`config.mk`:
```
export PLATFORM = sky130hd
export DESIGN_NAME = cla_multiword_seq
export DESIGN_NICKNAME = d
export VERILOG_FILES = /design/src/rtl/cla_multiword_seq.sv
export SDC_FILE = /design/constraint.sdc
export NUM_CORES = 1
export LEC_CHECK = 0
export BUFFER_PORTS_ARGS = -buffer_cell sky130_fd_sc_hd__buf_2
export CORE_MARGIN = 4
export CORE_UTILIZATION = 50
export DETAILED_ROUTE_END_ITERATION = 8
export GPL_TIMING_DRIVEN = 0
export MAX_ROUTING_LAYER = met4
export PLACE_DENSITY = 0.77
export SLEW_MARGIN = 40
export SYNTH_ARGS = -nofsm -noshare
export SYNTH_HDL_FRONTEND = slang
export SYNTH_SLANG_ARGS = --single-unit
```
`constraint.sdc`:
```
create_clock -name clk -period 4.29 [get_ports clk]
set_clock_uncertainty 0.05 [all_clocks]
set_input_delay 0.858 -clock clk [delete_from_list [all_inputs] [get_ports clk]]
set_output_delay 0.858 -clock clk [all_outputs]
set_load 0.02 [all_outputs]
```
`src/rtl/cla_multiword_seq.sv`:
```
// Multi-precision add/subtract sequencer: WORDS x 16-bit operands are pushed
// one slice per clock, low slice first, through a single shared 16-bit CLA,
// with the CLA carry-out fed back to its carry-in through a register.

// 16-bit carry-look-ahead adder: four 4-bit groups, look-ahead across groups.
module carry_look_ahead_16bit (
   input  logic [15:0] a,
   input  logic [15:0] b,
   input  logic        cin,
   output logic [15:0] sum_c,
   output logic        cout_c
);

   logic [15:0] p;
   logic [15:0] g;
   logic [3:0]  gp;
   logic [3:0]  gg;
   logic [4:0]  gc;
   logic        cc;

   // Bit/group generate-propagate, group carries, then in-group sum bits
   always_comb begin
      p     = a ^ b;
      g     = a & b;
      gp    = '0;
      gg    = '0;
      gc    = '0;
      sum_c = '0;
      cc    = 1'b0;

      for (int k = 0; k < 4; k++) begin
         gp[k] = p[4*k+3] & p[4*k+2] & p[4*k+1] & p[4*k];
         gg[k] = g[4*k+3]
               | (p[4*k+3] & g[4*k+2])
               | (p[4*k+3] & p[4*k+2] & g[4*k+1])
               | (p[4*k+3] & p[4*k+2] & p[4*k+1] & g[4*k]);
      end

      gc[0] = cin;
      gc[1] = gg[0] | (gp[0] & cin);
      gc[2] = gg[1] | (gp[1] & gg[0]) | (gp[1] & gp[0] & cin);
      gc[3] = gg[2] | (gp[2] & gg[1]) | (gp[2] & gp[1] & gg[0])
            | (gp[2] & gp[1] & gp[0] & cin);
      gc[4] = gg[3] | (gp[3] & gg[2]) | (gp[3] & gp[2] & gg[1])
            | (gp[3] & gp[2] & gp[1] & gg[0])
            | (gp[3] & gp[2] & gp[1] & gp[0] & cin);

      for (int k = 0; k < 4; k++) begin
         cc = gc[k];
         for (int j = 0; j < 4; j++) begin
            sum_c[4*k+j] = p[4*k+j] ^ cc;
            cc           = g[4*k+j] | (p[4*k+j] & cc);
         end
      end

      cout_c = gc[4];
   end

endmodule

module cla_multiword_seq #(
   parameter int unsigned WORDS = 4
) (
   input  logic                clk,
   input  logic                rst_n,
   input  logic                start,
   input  logic                op_sub,
   input  logic [16*WORDS-1:0] a,
   input  logic [16*WORDS-1:0] b,
   input  logic                cin,
   output logic                busy,
   output logic                done,
   output logic [16*WORDS-1:0] sum,
   output logic                cout,
   output logic                ovf
);

   localparam int unsigned W  = 16 * WORDS;
   localparam int unsigned IW = $clog2(WORDS);
   localparam logic [IW-1:0] LAST_IDX = IW'(WORDS - 1);

   typedef enum logic [1:0] {
      IDLE = 2'd0,
      RUN  = 2'd1,
      DONE = 2'd2
   } state_t;

   state_t        state_q;
   state_t        state_d;
   logic          busy_d;
   logic          done_d;

   logic [W-1:0]  a_lat;
   logic [W-1:0]  b_eff;
   logic [IW-1:0] idx_q;
   logic          carry_q;

   logic [15:0]   cla_a;
   logic [15:0]   cla_b;
   logic [15:0]   cla_s;
   logic          cla_co;

   // Current slice of the latched operands feeds the shared adder
   always_comb begin
      cla_a = a_lat[{idx_q, 4'd0} +: 16];
      cla_b = b_eff[{idx_q, 4'd0} +: 16];
   end

   carry_look_ahead_16bit u_cla (
      .a      (cla_a),
      .b      (cla_b),
      .cin    (carry_q),
      .sum_c  (cla_s),
      .cout_c (cla_co)
   );

   // State register
   always_ff @(posedge clk or negedge rst_n) begin
      if (!rst_n) state_q <= IDLE;
      else        state_q <= state_d;
   end

   // Next-state logic; start is only honoured in IDLE
   always_comb begin
      state_d = state_q;
      case (state_q)
         IDLE:    if (start) state_d = RUN;
         RUN:     if (idx_q == LAST_IDX) state_d = DONE;
         DONE:    state_d = IDLE;
         default: state_d = IDLE;
      endcase
   end

   // Status outputs derived from the upcoming state so they register cleanly
   always_comb begin
      busy_d = 1'b0;
      done_d = 1'b0;
      if (state_d != IDLE) busy_d = 1'b1;
      if (state_d == DONE) done_d = 1'b1;
   end

   // Registered status outputs
   always_ff @(posedge clk or negedge rst_n) begin
      if (!rst_n) begin
         busy <= 1'b0;
         done <= 1'b0;
      end else begin
         busy <= busy_d;
         done <= done_d;
      end
   end

   // Operand capture, per-slice accumulation and final flag update
   always_ff @(posedge clk or negedge rst_n) begin
      if (!rst_n) begin
         a_lat   <= '0;
         b_eff   <= '0;
         idx_q   <= '0;
         carry_q <= 1'b0;
         sum     <= '0;
         cout    <= 1'b0;
         ovf     <= 1'b0;
      end else begin
         case (state_q)
            IDLE: begin
               if (start) begin
                  a_lat   <= a;
                  b_eff   <= op_sub ? ~b : b;
                  carry_q <= op_sub ? 1'b1 : cin;
                  idx_q   <= '0;
                  cout    <= 1'b0;
                  ovf     <= 1'b0;
               end
            end
            RUN: begin
               sum[{idx_q, 4'd0} +: 16] <= cla_s;
               carry_q                  <= cla_co;
               if (idx_q == LAST_IDX) begin
                  cout <= cla_co;
                  ovf  <= (a_lat[W-1] == b_eff[W-1]) && (cla_s[15] != a_lat[W-1]);
               end else begin
                  idx_q <= idx_q + IW'(1);
               end
            end
            default: ;
         endcase
      end
   end

endmodule
```
==> results.md <==
* Outcome: finished, final reports clean
* Vias/cell at 5.48
* # hold bufs at CTS at 0
* Hold crit path type: primary input to async pin
* WL final at 25.2 mm
* Detailed Route Iter0 Violations at 434
* Final hold vios at 0
* Gpl congestion at 0.881
* Most common cell after layout, fill and taps aside: buf_2
* Synth cell types at 40
* Clock buffer depth at 3
* Average size of a mapped cell at 11.8 µm²
* Final Worst Setup Slack at 0.0837 ns
* P_int at 6210 µW
* Clk slew on worst S/H paths at 0.07 ns
* Initial antenna violation count at 3
* Area leader, netlist: dfrtp_1
* Avg WL per Cell at 19.7 µm
* Worst path required time at 4.62 ns
* WS Path Type: flop to flop
* Fraction of layout cells with a size suffix above 1 at 36.9%
* Final period util at 98.0%
* Logic pwr share at 53.1%
* Clock Sinks at 201
* Minimum clock period at 4.21 ns
* Post-synth top area share at 52.9%
* PwrDens at 922 nW/µm²
* Tightest Pin Transition at 0.748 ns
* Area Overhead vs Synth at 23.1%
* Placeable Area at 18700 µm²
* Drt pass-1 iters at 5
* Vias in the first global route at 7289
* Gr usage total at 24.2%
* Filler cells at 1458
* Worst EP arrival at 4.53 ns
* Total number of vias at 7022
* Startpoint types: flop
* Synthesized area at 9510 µm²
* Final ANT Viol Nets at 0
* Mapped Cells at 806
* Starting Density at 50.8%
* Area contributors post-synth: dfrtp_1, mux2_2, mux4_2
* First-pass GRT wire length at 39.3 mm
* Clock Power Share at 16.5%
* Post-layout nets at 1199
* Achievable Freq at 0.238 GHz
* DIE AREA at 21300 µm²
* Most frequent cells in the layout: buf_2, dfrtp_1, nand2_1
* CP Capture Type: flop
* Crit path max fanout at 10
* Sw power at 4580 µW
* Synth Flop Type: dfrtp_1
* Num rows at 50
* Max-slew violation count at 0
* I/O pin count at 201
* GRT Residual Overflow at 0
* IO buf count at 200
* Maximum vdd drop at 491 µV
* # Max-Cap Violations at 0
* Die span in y at 146 µm
* Leakage at 0.00558 µW
* Clk_lat worst skew at 0.49 ns
* Number of flops mapped to enable cells by yosys at 0
* Largest net degree at the start of global routing at 78
* Worst slew margin at 50.1%
* Htree depth at 1
* Post-Syn Nets at 973
* Worst slack, placed at -0.702 ns
* Seq/Total Area, Yosys at 52.9%
* Clock root buffer: clkbuf_16
* Setup violations, final at 0
* Sequential Power Share at 30.4%
* CTS Buf Count at 21
* Switch share at 42.5%
* DRC viols at 0
* Ys async rst share at 100%
* Pwr Total at 10800 µW
* Final HPWL DP at 18.9 mm
* Chip Width at 146 µm
* Synth Warn # at 0
* CTS tree: yes
* #FFs+latches synth at 201
worst paths after layout:
path	start	endpoint	slack, ns	depth (start not counted)
hold reg to reg	sum[0]	sum[0]	0.43	2
setup reg to reg	idx_q[0]	ovf	0.08	17
hold / removal	rst_n	sum[48]	0.24	1
setup / recovery	idx_q[0]	ovf	0.08	17
max in group asynchronous	rst_n	a_lat[41]	3.20	2
min in group clk	sum[0]	sum[0]	0.43	2
power groups by stage:
stage	clock [µW]	combinational [µW]	sequential [µW]
after floorplan	0	3350	3420
after global placement	0	5170	3230
after detailed placement	0	5350	3280
after CTS	1800	5490	3270
after global routing	1890	6270	3370
final	1790	5730	3280
cell usage after synthesis, types with 3 or more instances:
library cell	instances
a21o_1	4
a21oi_1	9
and2_1	4
buf_1	3
buf_2	25
clkbuf_1	17
dfrtp_1	201
fa_1	12
ha_1	22
inv_1	30
mux2_2	64
mux4_2	32
nand2_1	137
nand3_1	3
nor2_1	10
nor3_1	3
o21ai_0	125
o21ai_2	10
xnor2_1	65
xor2_1	3
layout make-up:
cell class / count / area [µm²] / area share, %
Multi-Input combinational cell: 528 / 4230 / 36.1
Clock inverter: 8 / 101 / 0.865
Timing Repair Buffer: 204 / 1080 / 9.23
Clock buffer: 27 / 568 / 4.85
Sequential cell: 201 / 5030 / 43.0
Buffer: 46 / 287 / 2.45
Tap cell: 234 / 293 / 2.50
Inverter: 30 / 113 / 0.962
Antenna cell: 3 / 7.51 / 0.0641
logic make-up (layout without fill, tap and decap cells):
family | count (synthesis) | after routing | share of synthesized area, %
buffers and inverters | 77 | 315 | 3.49
other | 0 | 3 | 0
adder cells (fa/ha/maj) | 34 | 34 | 5.42
AO/OA/AOI/OAI | 155 | 155 | 8.89
flip-flops | 201 | 201 | 52.9
AND/OR/NAND/NOR | 175 | 175 | 7.91
XOR/XNOR | 68 | 68 | 6.26
multiplexers | 96 | 96 | 15.2
worst max-delay path: stages, from the launching register on:
cell and delay [ns]:
dfrtp_1 0.39, buf_12 0.16, buf_12 0.17, mux4_2 0.57, ha_1 0.33, and3_1 0.19, a221o_1 0.33, nor2b_2 0.17
nor2_1 0.14, and2_1 0.18, fa_1 0.20, fa_1 0.17, inv_1 0.05, fa_2 0.38, xnor2_4 0.18, and3_1 0.20
o21ai_1 0.13, nand2_1 0.07
state kept, by name, indices dropped and copies added, names as in the netlist:
name / flops
ovf: 1
cout: 1
b_eff: 64
done: 1
carry_q: 1
busy: 1
state_q: 2
sum: 64
idx_q: 2
a_lat: 64
through the flow:
step	util, %	instance area [µm²]	setup TNS (ns)	hold slack (ns)	std cells
3_3_place_gp	57.8	10800	-207.62	0.401	1240
2_1_floorplan	-	9510	0	0.395	806
6_report	62.6	11700	0	0.244	1281
4_1_cts	62.1	11600	0	0.257	1277
5_1_grt	62.6	11700	-0.0261	0.271	1281
3_5_place_dp	58.1	10900	-11.20	0.415	1242
per-layer routing:
metal  part of all wire [%]  global-route usage, %
met4                    2.5                   7.31
met5                      0                      -
met1                     40                   30.3
met2                     49                   39.8
met3                    7.7                   5.17
repair_timing:
item	CTS	global route
buffers inserted	1	1
setup endpoints to repair	31	12
pin swaps	0	1
resized for setup	19	18
Power figures use the tool's default switching activity.
